==> config.mk <==
export PLATFORM = sky130hd
export DESIGN_NAME = unified_mem_arbiter
export DESIGN_NICKNAME = d
export VERILOG_FILES = /design/src/rtl/unified_mem_arbiter.sv
export SDC_FILE = /design/constraint.sdc
export NUM_CORES = 1
export LEC_CHECK = 0
export CELL_PAD_IN_SITES_DETAIL_PLACEMENT = 0
export CELL_PAD_IN_SITES_GLOBAL_PLACEMENT = 1
export CORE_AREA = 2 2 113 158
export CTS_BUF_LIST = sky130_fd_sc_hd__clkbuf_8
export DETAILED_ROUTE_END_ITERATION = 6
export DIE_AREA = 0 0 115 160
export GPL_ROUTABILITY_DRIVEN = 0
export PLACE_DENSITY_LB_ADDON = 0.1
export SLEW_MARGIN = 5
export SYNTH_ARGS = -nofsm -noshare
export SYNTH_HDL_FRONTEND = slang
export SYNTH_SLANG_ARGS = --single-unit
==> constraint.sdc <==
create_clock -name clk -period 4.9 [get_ports clk]
set_input_delay 0.49 -clock clk [delete_from_list [all_inputs] [get_ports clk]]
set_output_delay 0.49 -clock clk [all_outputs]
set_load 0.005 [all_outputs]
==> src/rtl/unified_mem_arbiter.sv <==
// Arbitrates one single-ported, fixed-latency unified memory between instruction fetch and load/store.
// One access is in flight at a time. Completion is signalled by a registered one-cycle ready pulse.
module unified_mem_arbiter #(
    parameter int ADDR_W  = 32,
    parameter int DATA_W  = 32,
    parameter int MEM_LAT = 1
) (
    input  logic              clk,
    input  logic              rst,
    input  logic              if_req,
    input  logic [ADDR_W-1:0] if_addr,
    output logic [DATA_W-1:0] if_rdata,
    output logic              if_ready,
    input  logic              d_rd,
    input  logic              d_wr,
    input  logic [ADDR_W-1:0] d_addr,
    input  logic [DATA_W-1:0] d_wdata,
    output logic [DATA_W-1:0] d_rdata,
    output logic              d_ready,
    output logic              mem_en,
    output logic              mem_we,
    output logic [ADDR_W-1:0] mem_addr,
    output logic [DATA_W-1:0] mem_wdata,
    input  logic [DATA_W-1:0] mem_rdata,
    output logic              stall_fetch,
    output logic              stall_pipe
);

    localparam int CNT_W = 3;

    typedef enum logic [1:0] {IDLE, ACCESS, DONE} state_t;
    typedef enum logic {SRC_FETCH, SRC_DATA} src_t;

    state_t            state, state_nxt;
    src_t              owner, last_grant;
    logic [CNT_W-1:0]  cnt;
    logic              d_req;
    logic              fetch_cand, data_cand;
    logic              grant_fetch, grant_data, grant;
    logic              capture;

    assign d_req       = d_rd | d_wr;
    assign stall_fetch = if_req & ~if_ready;
    assign stall_pipe  = d_req & ~d_ready;

    always_ff @(posedge clk or posedge rst) begin
        if (rst) state <= IDLE;
        else     state <= state_nxt;
    end

    // In DONE the finishing requester still holds its (stale) request, so only the other side may win.
    always_comb begin
        state_nxt  = state;
        fetch_cand = 1'b0;
        data_cand  = 1'b0;
        case (state)
            IDLE: begin
                fetch_cand = if_req;
                data_cand  = d_req;
            end
            DONE: begin
                fetch_cand = if_req && (owner != SRC_FETCH);
                data_cand  = d_req && (owner != SRC_DATA);
            end
            default: ;
        endcase

        grant_fetch = fetch_cand && (!data_cand || last_grant == SRC_DATA);
        grant_data  = data_cand && (!fetch_cand || last_grant == SRC_FETCH);
        grant       = grant_fetch || grant_data;
        capture     = (state == ACCESS) && !mem_en && (cnt == CNT_W'(1));

        case (state)
            IDLE:    if (grant) state_nxt = ACCESS;
            ACCESS:  if (capture) state_nxt = DONE;
            DONE:    state_nxt = grant ? ACCESS : IDLE;
            default: state_nxt = IDLE;
        endcase
    end

    always_ff @(posedge clk or posedge rst) begin
        if (rst) begin
            mem_en     <= 1'b0;
            mem_we     <= 1'b0;
            mem_addr   <= '0;
            mem_wdata  <= '0;
            if_rdata   <= '0;
            d_rdata    <= '0;
            if_ready   <= 1'b0;
            d_ready    <= 1'b0;
            cnt        <= '0;
            owner      <= SRC_FETCH;
            last_grant <= SRC_DATA;
        end else begin
            mem_en   <= grant;
            if_ready <= 1'b0;
            d_ready  <= 1'b0;

            // The counter holds during the strobe cycle, so it reaches 1 exactly when mem_rdata is valid.
            if (grant) begin
                mem_addr   <= grant_data ? d_addr : if_addr;
                mem_wdata  <= d_wdata;
                mem_we     <= grant_data & d_wr;
                owner      <= grant_data ? SRC_DATA : SRC_FETCH;
                last_grant <= grant_data ? SRC_DATA : SRC_FETCH;
                cnt        <= CNT_W'(MEM_LAT);
            end else if (state == ACCESS && !mem_en) begin
                cnt <= cnt - 1'b1;
            end

            if (capture) begin
                if (owner == SRC_FETCH) begin
                    if_rdata <= mem_rdata;
                    if_ready <= 1'b1;
                end else begin
                    if (!mem_we) d_rdata <= mem_rdata;
                    d_ready <= 1'b1;
                end
            end
        end
    end

endmodule

* Yosys cells after proc, flatten, opt, wreduce, memory -nomap -nowiden
Index checks and enable logic that the tools add are counted.
W data, S select, Z words.
** Operators by class
- $add $sub $neg :: 1
- Multipliers :: 0
- Divide/modulo/power cells :: 0
- $lt $le $gt $ge :: 0
- Eq/ne operators :: 5
- Shifts and indexed selects :: 0
- Multiplexer cells :: 14
- Bitwise operators :: 9
- Reductions and logical operators :: 17
** Operator list (count)
- $mux W32 :: 1
- $logic_and A1 B1 Y1 :: 6
- $mux W1 :: 6
- $mux W3 :: 2
- $pmux W2 S3 :: 1
- $not A1 Y1 :: 5
- $mux W2 :: 2
- $ne A2 B2 Y1 const B :: 2
- $pmux W1 S2 :: 2
- $reduce_and A2 Y1 :: 2
- $and A1 B1 Y1 :: 3
- $eq A3 B1 Y1 const B :: 1
- $logic_not A1 Y1 :: 3
- $logic_or A1 B1 Y1 :: 3
- $reduce_and A3 Y1 :: 1
- $sub A3 B1 Y3 const B :: 1
- $eq A2 B1 Y1 const B :: 1
- $eq A2 B2 Y1 const B :: 1
- $logic_not A2 Y1 :: 1
- $reduce_bool A2 Y1 :: 1
- $or A1 B1 Y1 :: 1
** Word-level totals
- Bits in registers :: 139
- Latch bits :: 0
- Bits in writable memories :: 0
- ROM bits :: 0
- Bits of input ports :: 133
- Output and inout bits :: 134
- Logic and storage cells :: 58
- Memories kept :: 0

* Depth between registers and ports, before layout
- Word-level depth :: 9
- Mapped depth :: 8

* Least setup slack after synthesis
OpenSTA, ideal clock, no wires.
- Path kind :: in2reg
- From :: input d_wr
- To :: register mem_wdata[0]
- Setup time :: 125 ps
- Arrival :: 1723 ps
- Data required time :: 4775 ps
- Path slack :: 3052 ps
- Stages on the path :: 6
- Path through :: nor2_1 > a211oi_2 > nor2_1 > inv_2 > buf_4 > mux2_2
** Between the ends
- Cells in the longest elaborated chain, start to end :: 7
** RTL lines
- from (decl) :: line 15 : input logic d_wr,
- $or A1 B1 Y1 (*) :: line 42 : assign d_req = d_rd | d_wr;
- $logic_and A1 B1 Y1 :: line 63 : data_cand = d_req && (owner != SRC_DATA);
- $pmux W1 S2 (*) :: line 56 : case (state)
- $logic_not A1 Y1 :: line 68 : grant_fetch = fetch_cand && (!data_cand || last_grant == SRC_DATA);
- $logic_or A1 B1 Y1 :: line 68
- $logic_and A1 B1 Y1 :: line 68
- $logic_or A1 B1 Y1 (*) :: line 70 : grant = grant_fetch || grant_data;
- to (signal assigned) :: line 102 : mem_wdata <= d_wdata;
- to (decl) :: line 23 : output logic [DATA_W-1:0] mem_wdata,
Every way passes the cells marked *; elsewhere a longest branch is shown, timed or not.
A chain may end at the register's enable or synchronous reset.

* Final worst setup path
- From :: input d_wr
- To :: register mem_addr[20]
** Between the ends
- Cells in the longest elaborated chain, start to end :: 7
** RTL lines
- $or A1 B1 Y1 (*) :: line 42
- $logic_and A1 B1 Y1 :: line 63
- $pmux W1 S2 (*) :: line 56
- $logic_not A1 Y1 :: line 68
- $logic_or A1 B1 Y1 :: line 68
- $logic_and A1 B1 Y1 :: line 68
- $logic_or A1 B1 Y1 :: line 70
- to (signal assigned) :: line 101 : mem_addr <= grant_data ? d_addr : if_addr;
- to (decl) :: line 22 : output logic [ADDR_W-1:0] mem_addr,
Marks and branches as above.

==> tab_implementation.tex <==
\begin{tabular}{lr}
\hline
Metric & Value \\
\hline
\multicolumn{2}{l}{\textbf{Status}} \\
Result of the run & finished clean \\
\multicolumn{2}{l}{\textbf{Min path}} \\
Min-Delay Path Depth & 1 \\
Worst min-delay path class & flip-flop to flip-flop \\
\multicolumn{2}{l}{\textbf{Clocking}} \\
Number of H-tree levels & 4 \\
CTS tree & yes \\
Clock-pin slew on the worst setup and hold paths & 0.07 ns \\
Clock latency on the worst-skew pair & 0.43 ns \\
Sinks on Clock Net & 139 \\
Number of buffers created by CTS & 17 \\
Clock tree buffer depth & 2 \\
Count of buffers added by post-CTS timing repair for setup & 0 \\
Clock root buffer master & sky130\_fd\_sc\_hd\_\_clkbuf\_8 \\
Quantity of gates resized following cts & 0 \\
CTS Hold Bufs & 0 \\
\multicolumn{2}{l}{\textbf{Critical path}} \\
Critical path startpoint category & input pin \\
Critical path start-end classification & input pin to flip-flop \\
Delay of the slowest critical-path stage & 0.69 ns \\
CP max FO & 32 \\
Data required time of the worst path & 5.21 ns \\
Critical Path Slowest Stage Cell & sky130\_fd\_sc\_hd\_\_nand2\_1 \\
R2R depth & 4 \\
CP Capture Type & flip-flop \\
CP Cell Sequence & clkdlybuf4s50\_1 -> nor2\_1 -> a211oi\_4 -> buf\_4 -> nand2\_1 -> o221a\_2 \\
Arrival @ worst endpoint & 3.22 ns \\
\multicolumn{2}{l}{\textbf{Global route}} \\
Largest net degree at the start of global routing & 110 \\
Via count of the first global-routing pass & 4433 \\
First-pass GRT wire length & 24200 microns \\
Total grt overflow & 0 \\
GRT Resource Usage Total & 0.172 \\
Antenna violations before repair & 0 \\
\multicolumn{2}{l}{\textbf{Logic synthesis}} \\
Post-synthesis compound-gate area fraction & 0.0769 \\
Post-Synthesis Cell Area & 5510 sq um \\
Simple-gate share of the synthesized area & 0.0597 \\
Yosys top cell area share & 0.626 \\
Fraction of the yosys area taken by sequential cells & 0.631 \\
Predominant post-synthesis flop cell & sky130\_fd\_sc\_hd\_\_dfrtp\_1 \\
Arithmetic-cell share of the synthesized area counting full adders, half adders and majority gates & 0.00454 \\
Leading post-synthesis cells by cell area & sky130\_fd\_sc\_hd\_\_dfrtp\_1 63\%, sky130\_fd\_sc\_hd\_\_mux2\_1 12\%, sky130\_fd\_sc\_hd\_\_mux2\_2 7.6\% \\
Number of synthesized flops with an enable pin & 0 \\
Xor/xnor cell area share of the yosys netlist & 0.00318 \\
Yosys warning count & 0 \\
Register bit total from synthesis & 139 \\
Multiplexer area fraction after synthesis & 0.196 \\
Most frequent cell after synthesis & sky130\_fd\_sc\_hd\_\_dfrtp\_1 \\
Synth cell count leaders & 138 x sky130\_fd\_sc\_hd\_\_dfrtp\_1, 59 x sky130\_fd\_sc\_hd\_\_mux2\_1, 37 x sky130\_fd\_sc\_hd\_\_mux2\_2 \\
Library cell with the largest summed area after synthesis & sky130\_fd\_sc\_hd\_\_dfrtp\_1 \\
Synthesized net count & 492 \\
Number of library cell types mapped by synthesis & 34 \\
Combinational family with the most area after synthesis & multiplexers \\
Synthesized instance count & 357 \\
Async set or reset register ratio after synthesis & 1.00 \\
Avg Cell Area, Syn & 15.4 sq um \\
\multicolumn{2}{l}{\textbf{Die}} \\
Total I/O pin count & 267 \\
Total core area & 17100 sq um \\
Starting utilization of the core area & 0.322 \\
Placement row count & 57 \\
Total Die Area & 18400 sq um \\
DIE WIDTH & 115 microns \\
DIE HEIGHT & 160 microns \\
\multicolumn{2}{l}{\textbf{Drt}} \\
DRT Pass-1 Iters & 4 \\
Antenna-violating nets left & 0 \\
DRC errors left & 0 \\
Post-DR vias/cell & 4.85 \\
Number of vias after detailed routing & 4089 \\
Routed len/inst & 18.4 microns \\
Total detailed-routing wirelength & 15500 microns \\
DRT iter0 DRCs & 194 \\
\multicolumn{2}{l}{\textbf{STA}} \\
Worst hold margin & 0.486 ns \\
Slew at the pin closest to its max-slew limit & 1.15 ns \\
Setup tns final & 0 ns \\
Final period util & 0.594 \\
Smallest setup slack after layout & 1.99 ns \\
Max frequency & 343 MHz \\
Max-slew violation total from the final report & 0 \\
Worst Clk Skew & 0.0102 ns \\
Post-layout minimum cycle time & 2.91 ns \\
Final-report hold violation count & 0 \\
Setup violation total in the final timing report & 0 \\
Setup repair after global routing missed its margin & no \\
Worst slew slack as a fraction of its limit & 0.233 \\
\multicolumn{2}{l}{\textbf{Power and ir drop}} \\
Fraction of power consumed by sequential logic & 0.371 \\
Switching fraction of total power & 0.293 \\
Cell Pwr Density & 628 nW/um\^{}2 \\
Combinational group share of total power & 0.457 \\
Int Power & 3.89 mW \\
Part of the power in the clock network & 0.172 \\
Leak Pwr & 3.55 nW \\
Maximum VDD drop & 319 uV \\
Net switching power & 1.61 mW \\
Final total power & 5.50 mW \\
\multicolumn{2}{l}{\textbf{Place}} \\
Pre-CTS WS & 1.51 ns \\
Final HPWL from detailed placement & 11100 microns \\
\# placed instances & 811 \\
\# port buffers & 266 \\
Post-place instance area & 8350 sq um \\
\multicolumn{2}{l}{\textbf{Final layout}} \\
Utilization after layout & 0.512 \\
Non-Filler Instances & 843 \\
Filler Cells Inserted & 1549 \\
Layout overhead on the synthesized area & 58.9\% \\
Final std cell area, no fill & 8760 sq um \\
Final antenna diode count & 0 \\
Layout Nets & 759 \\
Share of final-layout standard cells stronger than drive strength 1 & 0.179 \\
\multicolumn{2}{l}{\textbf{Flow run}} \\
Max-capacitance violation count & 0 \\
\hline
\end{tabular}
## cells in the final DEF (no fill, tap or decap), types with 2 or more instances in the layout
cell / instances
sky130_fd_sc_hd__clkdlybuf4s50_1: 266
sky130_fd_sc_hd__dfrtp_1: 138
sky130_fd_sc_hd__mux2_1: 59
sky130_fd_sc_hd__mux2_2: 37
sky130_fd_sc_hd__or3_1: 32
sky130_fd_sc_hd__o221a_2: 31
sky130_fd_sc_hd__clkbuf_8: 20
sky130_fd_sc_hd__nor2_1: 5
sky130_fd_sc_hd__clkinvlp_4: 5
sky130_fd_sc_hd__buf_4: 5
sky130_fd_sc_hd__nand2_1: 3
sky130_fd_sc_hd__inv_6: 3
sky130_fd_sc_hd__nor2b_1: 2
sky130_fd_sc_hd__nand2b_1: 2
sky130_fd_sc_hd__inv_1: 2
sky130_fd_sc_hd__o21a_1: 2
sky130_fd_sc_hd__ha_1: 2
sky130_fd_sc_hd__bufinv_16: 2
sky130_fd_sc_hd__clkinv_4: 2
## layer usage
| metal | track usage | share of wire | vias up |
|---|---|---|---|
| met5 | 0 | 0 | - |
| met4 | 0.0570 | 0.019 | 0 |
| met3 | 0.0565 | 0.069 | 18 |
| met2 | 0.302 | 0.54 | 167 |
| met1 | 0.196 | 0.37 | 2052 |
| li1 | - | - | 1852 |
## registers in the layout, summed over array words and instances, names as in the netlist
register    flops
mem_we          1
if_rdata       32
cnt             3
last_grant      1
mem_addr       32
d_rdata        32
mem_en          1
if_ready        1
mem_wdata      32
d_ready         1
state           2
owner           1
## cell families after synthesis
logic type | after synthesis
buffers and inverters | 27
and+or+nand+nor | 51
xor gates and xnor gates | 2
adders and majority gates | 2
AOI/OAI and AO/OA | 40
muxes | 96
DFF | 139
## power groups by stage
stage          combinational (mW)  sequential [mW]  clock, mW
2_1_floorplan                1.06             2.07          0
3_3_place_gp                 2.52             2.05          0
6_report                     2.52             2.04      0.945
5_1_grt                      2.72             2.12       1.04
4_1_cts                      2.57             2.05      0.983
3_5_place_dp                 2.56             2.06          0
## worst max-delay path, delay by kind of cell
family	cells	cell delay (ns)
AOI/OAI and AO/OA	2	1.05
buffers and inverters	2	0.85
and+or+nand+nor	2	0.81
## path summary, 6_finish.rpt
kind / from / end / slack [ns]
max: d_wr / mem_addr[20] / 1.99
min: if_rdata[31] / if_rdata[31] / 0.49
max reg2reg: owner / mem_addr[20] / 2.13
min reg2reg: if_rdata[31] / if_rdata[31] / 0.49
max in group asynchronous: rst / if_rdata[18] / 3.19
min in group asynchronous: rst / if_rdata[25] / 0.65
## final cells by class
cell class / instances / area [sq um] / area share
clock inverters: 12 / 138 / 0.0157
inverters: 4 / 20.0 / 0.00229
repair buffers: 271 / 2700 / 0.308
well taps: 206 / 258 / 0.0294
clock buffers: 20 / 275 / 0.0314
flip-flops and latches: 139 / 3480 / 0.397
multi-input cells: 191 / 1890 / 0.216
(Power assumes the default switching activity.)
